### src/rtl/hazard_pkg.sv
// Shared types and constants for the decode-stage hazard scoreboard.
// Shadow entry layout, forwarding select codes, default zero register.
package hazard_pkg;

  localparam int unsigned RW_MAX = 8;
  localparam int unsigned ZERO_REG_DEFAULT = 31;

  localparam logic [1:0] FWD_RF    = 2'd0;
  localparam logic [1:0] FWD_EXMEM = 2'd1;
  localparam logic [1:0] FWD_MEMWB = 2'd2;

  typedef struct packed {
    logic              valid;
    logic [RW_MAX-1:0] rd;
    logic              is_load;
  } shadow_entry_t;

endpackage

### src/rtl/hazard_src_match.sv
// Finds the youngest in-flight producer of one source register.
// Ports: shadow (examined stages), src -> hit, idx, is_load.
module hazard_src_match
  import hazard_pkg::*;
#(
  parameter int DEPTH    = 3,
  parameter int RW       = 5,
  parameter int ZERO_REG = 31
) (
  input  shadow_entry_t [DEPTH-2:0]  shadow,
  input  logic [RW-1:0]              src,
  output logic                       hit,
  output logic [$clog2(DEPTH)-1:0]   idx,
  output logic                       is_load
);

  localparam int IW = $clog2(DEPTH);

  // Walk oldest to youngest so the youngest match overwrites.
  always_comb begin
    hit     = 1'b0;
    idx     = '0;
    is_load = 1'b0;
    for (int k = DEPTH-2; k >= 0; k--) begin
      if (shadow[k].valid &&
          shadow[k].rd == RW_MAX'(src) &&
          src != RW'(ZERO_REG)) begin
        hit     = 1'b1;
        idx     = IW'(k);
        is_load = shadow[k].is_load;
      end
    end
  end

endmodule

### src/rtl/hazard_scoreboard.sv
// Decode-stage hazard scoreboard: stall/forward decision, EX fwd selects.
// Ports: ID operands in, PCWrite/IF_ID_Write/stall, fwd_a/b, stat counters.
module hazard_scoreboard
  import hazard_pkg::*;
#(
  parameter int NREGS        = 32,
  parameter int RW           = $clog2(NREGS),
  parameter int ZERO_REG     = ZERO_REG_DEFAULT,
  parameter int DEPTH        = 3,
  parameter int LOAD_STAGE   = 1,
  parameter int FLUSH_STAGES = 1,
  parameter int CNT_W        = 16
) (
  input  logic                     clk,
  input  logic                     reset_n,
  input  logic                     id_valid,
  input  logic [RW-1:0]            id_ra1,
  input  logic [RW-1:0]            id_ra2,
  input  logic [RW-1:0]            id_rd,
  input  logic                     id_regwrite,
  input  logic                     id_memread,
  input  logic                     fwd_en,
  input  logic                     flush,
  output logic                     PCWrite,
  output logic                     IF_ID_Write,
  output logic                     stall,
  output logic [$clog2(DEPTH)-1:0] fwd_a,
  output logic [$clog2(DEPTH)-1:0] fwd_b,
  output logic [CNT_W-1:0]         stall_cycles,
  output logic [CNT_W-1:0]         loaduse_stalls
);

  localparam int IW   = $clog2(DEPTH);
  localparam int NCHK = DEPTH - 1;

  // WB never hazards (write-through regfile), so only EX..WB-1 are kept.
  shadow_entry_t [NCHK-1:0] sh_q;
  shadow_entry_t [NCHK-1:0] sh_d;

  logic          hit_a, hit_b;
  logic [IW-1:0] idx_a, idx_b;
  logic          ld_a, ld_b;
  logic          haz_a, haz_b;
  logic          hazard;
  logic [IW-1:0] fa_d, fb_d;

  hazard_src_match #(
    .DEPTH(DEPTH), .RW(RW), .ZERO_REG(ZERO_REG)
  ) u_match_a (
    .shadow(sh_q), .src(id_ra1),
    .hit(hit_a), .idx(idx_a), .is_load(ld_a)
  );

  hazard_src_match #(
    .DEPTH(DEPTH), .RW(RW), .ZERO_REG(ZERO_REG)
  ) u_match_b (
    .shadow(sh_q), .src(id_ra2),
    .hit(hit_b), .idx(idx_b), .is_load(ld_b)
  );

  // With forwarding only a load not yet at its data stage blocks.
  always_comb begin
    if (fwd_en) begin
      haz_a = hit_a && ld_a && (int'(idx_a) < LOAD_STAGE);
      haz_b = hit_b && ld_b && (int'(idx_b) < LOAD_STAGE);
    end else begin
      haz_a = hit_a;
      haz_b = hit_b;
    end
  end

  assign hazard      = id_valid && (haz_a || haz_b);
  assign stall       = hazard && !flush;
  assign PCWrite     = !stall;
  assign IF_ID_Write = !stall;

  always_comb begin
    sh_d = '0;
    if (id_valid && !stall && !flush) begin
      sh_d[0].valid   = id_regwrite && (id_rd != RW'(ZERO_REG));
      sh_d[0].rd      = RW_MAX'(id_rd);
      sh_d[0].is_load = id_memread;
    end
    for (int k = 1; k < NCHK; k++) begin
      if (flush && k <= FLUSH_STAGES) sh_d[k] = '0;
      else                            sh_d[k] = sh_q[k-1];
    end
  end

  // Select = producer's stage when the consumer reaches EX.
  always_comb begin
    fa_d = IW'(FWD_RF);
    fb_d = IW'(FWD_RF);
    if (fwd_en && !stall && !flush) begin
      if (hit_a) fa_d = idx_a + IW'(1);
      if (hit_b) fb_d = idx_b + IW'(1);
    end
  end

  always_ff @(posedge clk or negedge reset_n) begin
    if (!reset_n) begin
      sh_q           <= '0;
      fwd_a          <= '0;
      fwd_b          <= '0;
      stall_cycles   <= '0;
      loaduse_stalls <= '0;
    end else begin
      sh_q  <= sh_d;
      fwd_a <= fa_d;
      fwd_b <= fb_d;
      if (stall && stall_cycles != '1)
        stall_cycles <= stall_cycles + 1'b1;
      if (stall && fwd_en && loaduse_stalls != '1)
        loaduse_stalls <= loaduse_stalls + 1'b1;
    end
  end

endmodule
### config.mk
export PLATFORM = sky130hd
export DESIGN_NAME = hazard_scoreboard
export DESIGN_NICKNAME = d
export VERILOG_FILES = /design/src/rtl/hazard_pkg.sv /design/src/rtl/hazard_src_match.sv /design/src/rtl/hazard_scoreboard.sv
export SDC_FILE = /design/constraint.sdc
export NUM_CORES = 1
export LEC_CHECK = 0
export CORE_ASPECT_RATIO = 0.75
export CORE_MARGIN = 1.5
export CORE_UTILIZATION = 35
export CTS_BUF_LIST = sky130_fd_sc_hd__clkbuf_2
export DETAILED_ROUTE_END_ITERATION = 8
export SLEW_MARGIN = 20
export SYNTH_ARGS = -nofsm -noshare
export SYNTH_HDL_FRONTEND = slang
export SYNTH_SLANG_ARGS = --single-unit
export TNS_END_PERCENT = 1
### constraint.sdc
create_clock -name clk -period 1.84 [get_ports clk]
set_input_delay 0.368 -clock clk [delete_from_list [all_inputs] [get_ports clk]]
set_output_delay 0.368 -clock clk [all_outputs]
set_load 0.05 [all_outputs]
==> run metrics, run 1 <==
Mapped Cells=roughly 220; clock slew at reported path FFs=between 0.2 and 0.3 ns; mapped cell area=between 2000 and 2500 um2; io pins=61; top cells by count, synth=dfrtp_1 (49), xnor2_1 (36), nand4_1 (19); Pwr Total=2030 uW; failing checks=DRC, setup timing; pin count of the biggest net entering global routing=50; highest clock rate=383 MHz; VDD IR max=309 uV; Total Die Area=7380 um2; area grow syn2layout=48.4%; Critical Path End Type=primary output; fin area=3570 um2; Min Hold Slack=about 0.4 ns; # port buffers=60; max cap viols=0; outcome=finished, violations left; Synth Area in Compound Gates=3.02%; GP Congestion=between 0.7 and 0.8; Util after Layout=55.1%; total routed wirelength=5500 um; H-Tree Level Count=2; Synth Warn #=0; all-layer global routing usage=around 16%; CTS tree=done; largest family of logic cells by synthesized area=simple AND/OR/NAND/NOR gates; Relative slew margins=67.4%; biggest area consumer among synthesized cells=dfrtp_1; CTS max path bufs=2; max-slew violations=0; grt ovf=0; initial core utilization=approximately 37%; top cells by area, synth=dfrtp_1 (51%), xnor2_1 (13%), nand4_1 (4.9%); fin worst setup slack=-0.773 ns; dpl cells=400; clock skew=0.0275 ns; TritonCTS sink count=49; Critical Path AT=2.24 ns; flops & latches, synth=49; Post-Synth XOR/XNOR Area=approximately 17%; crit share post-route=142%; synth unique cells=35; Syn Nets=about 240; initial antenna violation count=0; area of the core=6470 um2; pwr dens=568 nW/um2; Post-synth EDFFs=0; critical-path maximum fanout=4; leakage power total=between 0.0015 and 0.002 uW; most frequent cell after synthesis=dfrtp_1; worst path required time=1.47 ns; antenna fix cells=0; worst-margin pin slew=0.491 ns; drt wl/cell=13.5 um; Final Hold Fails=0; worst hold path class=in2async; via/cell ratio=4.76; final non-filler cell total=409; adder-cell area share of the yosys netlist=1.04%; hpwl dp=4270 um; post-synth top area share=around half; setup bufs post-CTS=0; Filler cells=between 500 and 600; root buf cell=clkbuf_2; DRC viols=4; Vias=1948; number of global-route vias before repair=1961; critical path type=in2out; first-pass GRT wire length=9310 um; Clock Latency Late Sink=0.44 ns; # rows=25; Die W=just under 100 um; Routed Antenna Nets=0; Die Y-Extent=74.8 um; cts bufs inserted=5; initial drt markers=83; unrepaired setup endpoints after global routing=yes; FFs w/ async S/R, synth=100%; Area after DPL=3420 um2; layout cells sized above 1=a little over a third; minimum clock period after layout=~2.6 ns; DR pass1 iterations=9; crit start category=primary input; post-synthesis average cell area=11.2 um2; Simple-Gate Fraction of Synth Area=24.5%; Layout Nets=351; post-synthesis mux area share=1.40%; Most used DFF post-synth=dfrtp_1; endpoints failing setup=45; Seq/Total Area, Yosys=approximately 51%
critical path, stage by stage:
cell,delay (ns)
clkdlybuf4s50_1,0.47
buf_4,0.13
xnor2_1,0.11
nand4_1,0.16
nor4_4,0.31
o21ai_2,0.19
a21oi_4,0.18
nand2_4,0.10
clkinvlp_4,0.09
buf_12,0.13
final timing paths:
path                                                from                       endpoint  slack [ns]  depth (start not counted)
setup / recovery                               id_ra1[1]                          stall       -0.77                         10
hold / removal                                   reset_n   stall_cycles[10]$_DFFE_PN0P_        0.40                          3
setup reg to reg                       sh_q[5]$_DFF_PN0_    stall_cycles[1]$_DFFE_PN0P_       -0.32                          7
hold reg to reg            loaduse_stalls[3]$_DFFE_PN0P_  loaduse_stalls[3]$_DFFE_PN0P_        0.52                          1
max in group asynchronous                        reset_n             sh_q[11]$_DFF_PN0_        1.20                          3
min in group clk                             id_regwrite              sh_q[9]$_DFF_PN0_        0.48                          3
what timing repair did:
action                                  in CTS  in global routing
hold buffers                                 1                  0
pin swaps                                    3                  0
endpoints found under the hold margin       49                  0
gates cloned                                 0                  0
gates resized for setup                     12                  3
endpoints found under the setup margin      49                 46
cell usage in the layout (no fill, tap or decap), types with 3 or more instances in the layout:
| cell type | synthesis | routed |
|---|---|---|
| clkdlybuf4s50_1 | 0 | 20 |
| nand4_1 | 19 | 19 |
| buf_4 | 2 | 75 |
| clkbuf_2 | 0 | 5 |
| buf_6 | 1 | 4 |
| and2_1 | 5 | 4 |
| nor3_1 | 3 | 3 |
| xor2_1 | 12 | 12 |
| and3_1 | 13 | 13 |
| nor2b_1 | 8 | 8 |
| nand3_1 | 11 | 9 |
| dlygate4sd2_1 | 0 | 3 |
| xnor2_1 | 36 | 36 |
| nor2_1 | 8 | 7 |
| dfrtp_2 | 0 | 4 |
| nand2_1 | 17 | 16 |
| nor4_4 | 2 | 3 |
| buf_12 | 0 | 4 |
| dfrtp_1 | 49 | 45 |
registers in the layout, indices dropped and copies added, names as in the netlist:
register / flops
fwd_b: 2
stall_cycles: 16
fwd_a: 2
loaduse_stalls: 16
sh_q: 13
through the flow:
| step | setup TNS (ns) | worst slack (ns) |
|---|---|---|
| after global routing | -16.50 | -0.958 |
| after global placement | -30.98 | -0.870 |
| after CTS | -10.18 | -0.811 |
| final | -9.68 | -0.773 |
| after floorplan | -4.52 | -0.283 |
| after detailed placement | -31.49 | -0.912 |
cell families after synthesis:
group / count (synthesis)
XOR/XNOR: 48
multiplexers: 3
adder cells (fa/ha/maj): 2
flip-flops: 49
AO/OA/AOI/OAI: 9
AND/OR/NAND/NOR: 98
buffers and inverters: 6
power breakdown:
part           leakage (uW)  switching, uW  total, uW  internal [uW]
clock             0.0000536            360        731            371
sequential         0.000673           11.2       1100           1090
combinational      0.000994           91.7        192            100
total               0.00172            463       2030           1560
metal layers:
metal  track usage, %  vias up  part of all wire [%]
met2             25.5       45                    45
met5                0        -                     0
met4             3.81        0                  0.55
met1             22.3      920                    50
met3             4.09        4                   5.2
li1                 -      979                     -
area by class of cell:
type / instances / area, um2 / area share [%]
inverters: 3 / 15.0 / 0.421
well taps: 81 / 101 / 2.84
clock inverters: 3 / 68.8 / 1.93
multi-input cells: 160 / 1200 / 33.6
repair buffers: 108 / 930 / 26.1
clock buffers: 5 / 25.0 / 0.701
flip-flops and latches: 49 / 1230 / 34.5
No activity file was read; power rests on OpenSTA's default activity.
==> run 2, diff against run 1 <==
--- a/config.mk
+++ b/config.mk
@@ -10,6 +10,7 @@
 export CORE_UTILIZATION = 35
 export CTS_BUF_LIST = sky130_fd_sc_hd__clkbuf_2
 export DETAILED_ROUTE_END_ITERATION = 8
+export SETUP_SLACK_MARGIN = 0.15
 export SLEW_MARGIN = 20
 export SYNTH_ARGS = -nofsm -noshare
 export SYNTH_HDL_FRONTEND = slang
==> run metrics, run 2 (same netlist as run 1, synthesis figures left out) <==
outcome=finished, violations left (unchanged); failing checks=DRC, setup timing (unchanged); io pins=61 (unchanged); Filler cells=587 (was 588); critical path type=in2out (unchanged); Clk pwr share=36.1% (about the same); layout cells sized above 1=36.0% (was 35.1%); via/cell ratio=4.77 (was 4.76); TritonCTS sink count=49 (unchanged); # port buffers=60 (unchanged); initial core utilization=37.1% (unchanged); Total Die Area=7380 um2 (unchanged); slowest stage delay, CP=0.47 ns (about the same); switching part of the total power=22.9% (about the same); commonest non-fill, non-tap cell in the layout=buf_4 (unchanged); Clock Latency Late Sink=0.44 ns (about the same); crit share post-route=142% (unchanged); Die W=98.7 um (unchanged); Layout Nets=351 (unchanged); hpwl dp=4270 um (unchanged); endpoints failing setup=45 (unchanged); CTS max path bufs=2 (unchanged); number of global-route vias before repair=1961 (unchanged); first-pass GRT wire length=9310 um (unchanged); crit start category=primary input (unchanged); combinational share of power=9.5% (about the same); met3 routed WL=282 um (was 288 um); final non-filler cell total=409 (unchanged); worst path required time=1.47 ns (about the same); max cap viols=0 (unchanged); cts bufs inserted=5 (unchanged); H-Tree Level Count=2 (unchanged); DR pass1 iterations=9 (unchanged); CP Buf/Inv Count=4 (unchanged); all-layer global routing usage=16.0% (unchanged); Largest regs=loaduse_stalls x16, stall_cycles x16, sh_q x13 (unchanged); WL met1=2730 um (unchanged); leakage power total=0.00171 uW (was 0.00172 uW); Relative slew margins=71.8% (was 67.4%); Routed Antenna Nets=0 (unchanged); total routed wirelength=5500 um (about the same); # rows=25 (unchanged); Crit-path slowest cell=clkdlybuf4s50_1 (unchanged); area of the core=6470 um2 (unchanged); drt wl/cell=13.4 um (was 13.5 um); fin worst setup slack=-0.773 ns (unchanged); unrepaired setup endpoints after global routing=yes (unchanged); Critical Path End Type=primary output (unchanged); DRC viols=4 (unchanged); max-slew violations=0 (unchanged); minimum clock period after layout=2.61 ns (unchanged); Min Hold Slack=0.396 ns (about the same); reg2reg end=stall_cycles[1]$_DFFE_PN0P_ (unchanged); r2r setup slk=-0.32 ns (about the same); worst-margin pin slew=0.420 ns (was 0.491 ns); initial antenna violation count=0 (unchanged); Critical Path AT=2.24 ns (about the same); initial drt markers=84 (was 83); Worst R2R Path Depth=7 (unchanged); setup_tns=-9.68 ns (about the same); pwr dens=566 nW/um2 (was 568 nW/um2); family with the most delay on the worst path=buffers and inverters (unchanged); area grow syn2layout=48.7% (was 48.4%); grt ovf=0 (unchanged); root buf cell=clkbuf_2 (unchanged); VDD IR max=309 uV (unchanged); Seq pwr share=54.4% (about the same); worst path cell trace=clkdlybuf4s50_1, buf_4, xnor2_1, nand4_1, nor4_4, o21ai_2, a21oi_4, nand2_4, clkinvlp_4, buf_12 (unchanged); dpl cells=400 (unchanged); worst hold path class=in2async (unchanged); cell-internal power=1560 uW (about the same); critical-path maximum fanout=4 (unchanged); met2 wire length=2460 um (was 2450 um); clock slew at reported path FFs=0.27 ns (about the same); clock skew=0.0275 ns (unchanged); sw power=463 uW (about the same); GP Congestion=0.763 (unchanged); Vias=1949 (was 1948); CTS tree=done (unchanged); Die Y-Extent=74.8 um (unchanged); antenna fix cells=0 (unchanged); DR top layer=met4 (unchanged); most frequent cells in the layout=buf_4 (75), dfrtp_1 (45), xnor2_1 (36) (unchanged); Critical R2R Launch=sh_q[5]$_DFF_PN0_ (unchanged); highest clock rate=383 MHz (unchanged); Final Hold Fails=0 (unchanged); pin count of the biggest net entering global routing=50 (unchanged)
==> run 2: how the worst max path moves through the flow <==
stage	from	endpoint	depth (start not counted)
5_1_grt	sh_q[5]$_DFF_PN0_	stall	8
6_report	id_ra1[1]	stall	10
2_1_floorplan	sh_q[1]$_DFF_PN0_	stall	6
3_5_place_dp	id_ra1[0]	stall	10
3_3_place_gp	id_ra1[0]	stall	10
4_1_cts	sh_q[5]$_DFF_PN0_	stall	8
==> run 2: worst register-to-register path: stages (launching register included) <==
cell and delay [ns]:
dfrtp_1 0.47, xnor2_1 0.17, nand4_1 0.16, nor4_4 0.31, o21ai_2 0.19, a211oi_2 0.26, buf_6 0.19, mux2_2 0.34
==> run 2: power by group through the flow <==
stage	Sequential [uW]	Clock, uW	Combinational, uW
finish	1100	731	192
global route	1110	801	212
CTS	1100	753	196
detailed placement	1120	0	191
global placement	1120	0	191
floorplan	1130	0	55.8
==> run 2: metrics by stage <==
step           total power [uW]  util (%)  setup WS [ns]  cell area, um2
6_report                   2030      55.2         -0.773            3580
5_1_grt                    2120      55.2         -0.958            3580
4_1_cts                    2050      55.1         -0.811            3560
3_5_place_dp               1310      52.8         -0.912            3420
3_3_place_gp               1310      52.8         -0.870            3420
2_1_floorplan              1190         -         -0.283            2430
==> run 2: timing repair <==
action | CTS | global route
endpoints found under the setup margin | 49 | 48
pin swaps | 3 | 0
hold endpoints to repair | 49 | 0
setup buffers | 0 | 0
resized for setup | 18 | 3
cloned | 0 | 0
hold buffers | 1 | 0
==> run 2: metal layers <==
| layer | global-route usage, % | up-vias |
|---|---|---|
| li1 | - | 979 |
| met1 | 22.3 | 921 |
| met2 | 25.5 | 45 |
| met3 | 4.09 | 4 |
| met4 | 3.81 | 0 |
| met5 | 0 | - |
==> run 2: layout make-up <==
cell class	count	area [um2]	area share [%]
tap	81	101	2.83
timing repair buffer	108	937	26.2
clock inverter	3	68.8	1.92
sequential	49	1230	34.4
clock buffer	5	25.0	0.700
inverter	3	15.0	0.420
multi-input combinational	160	1200	33.5
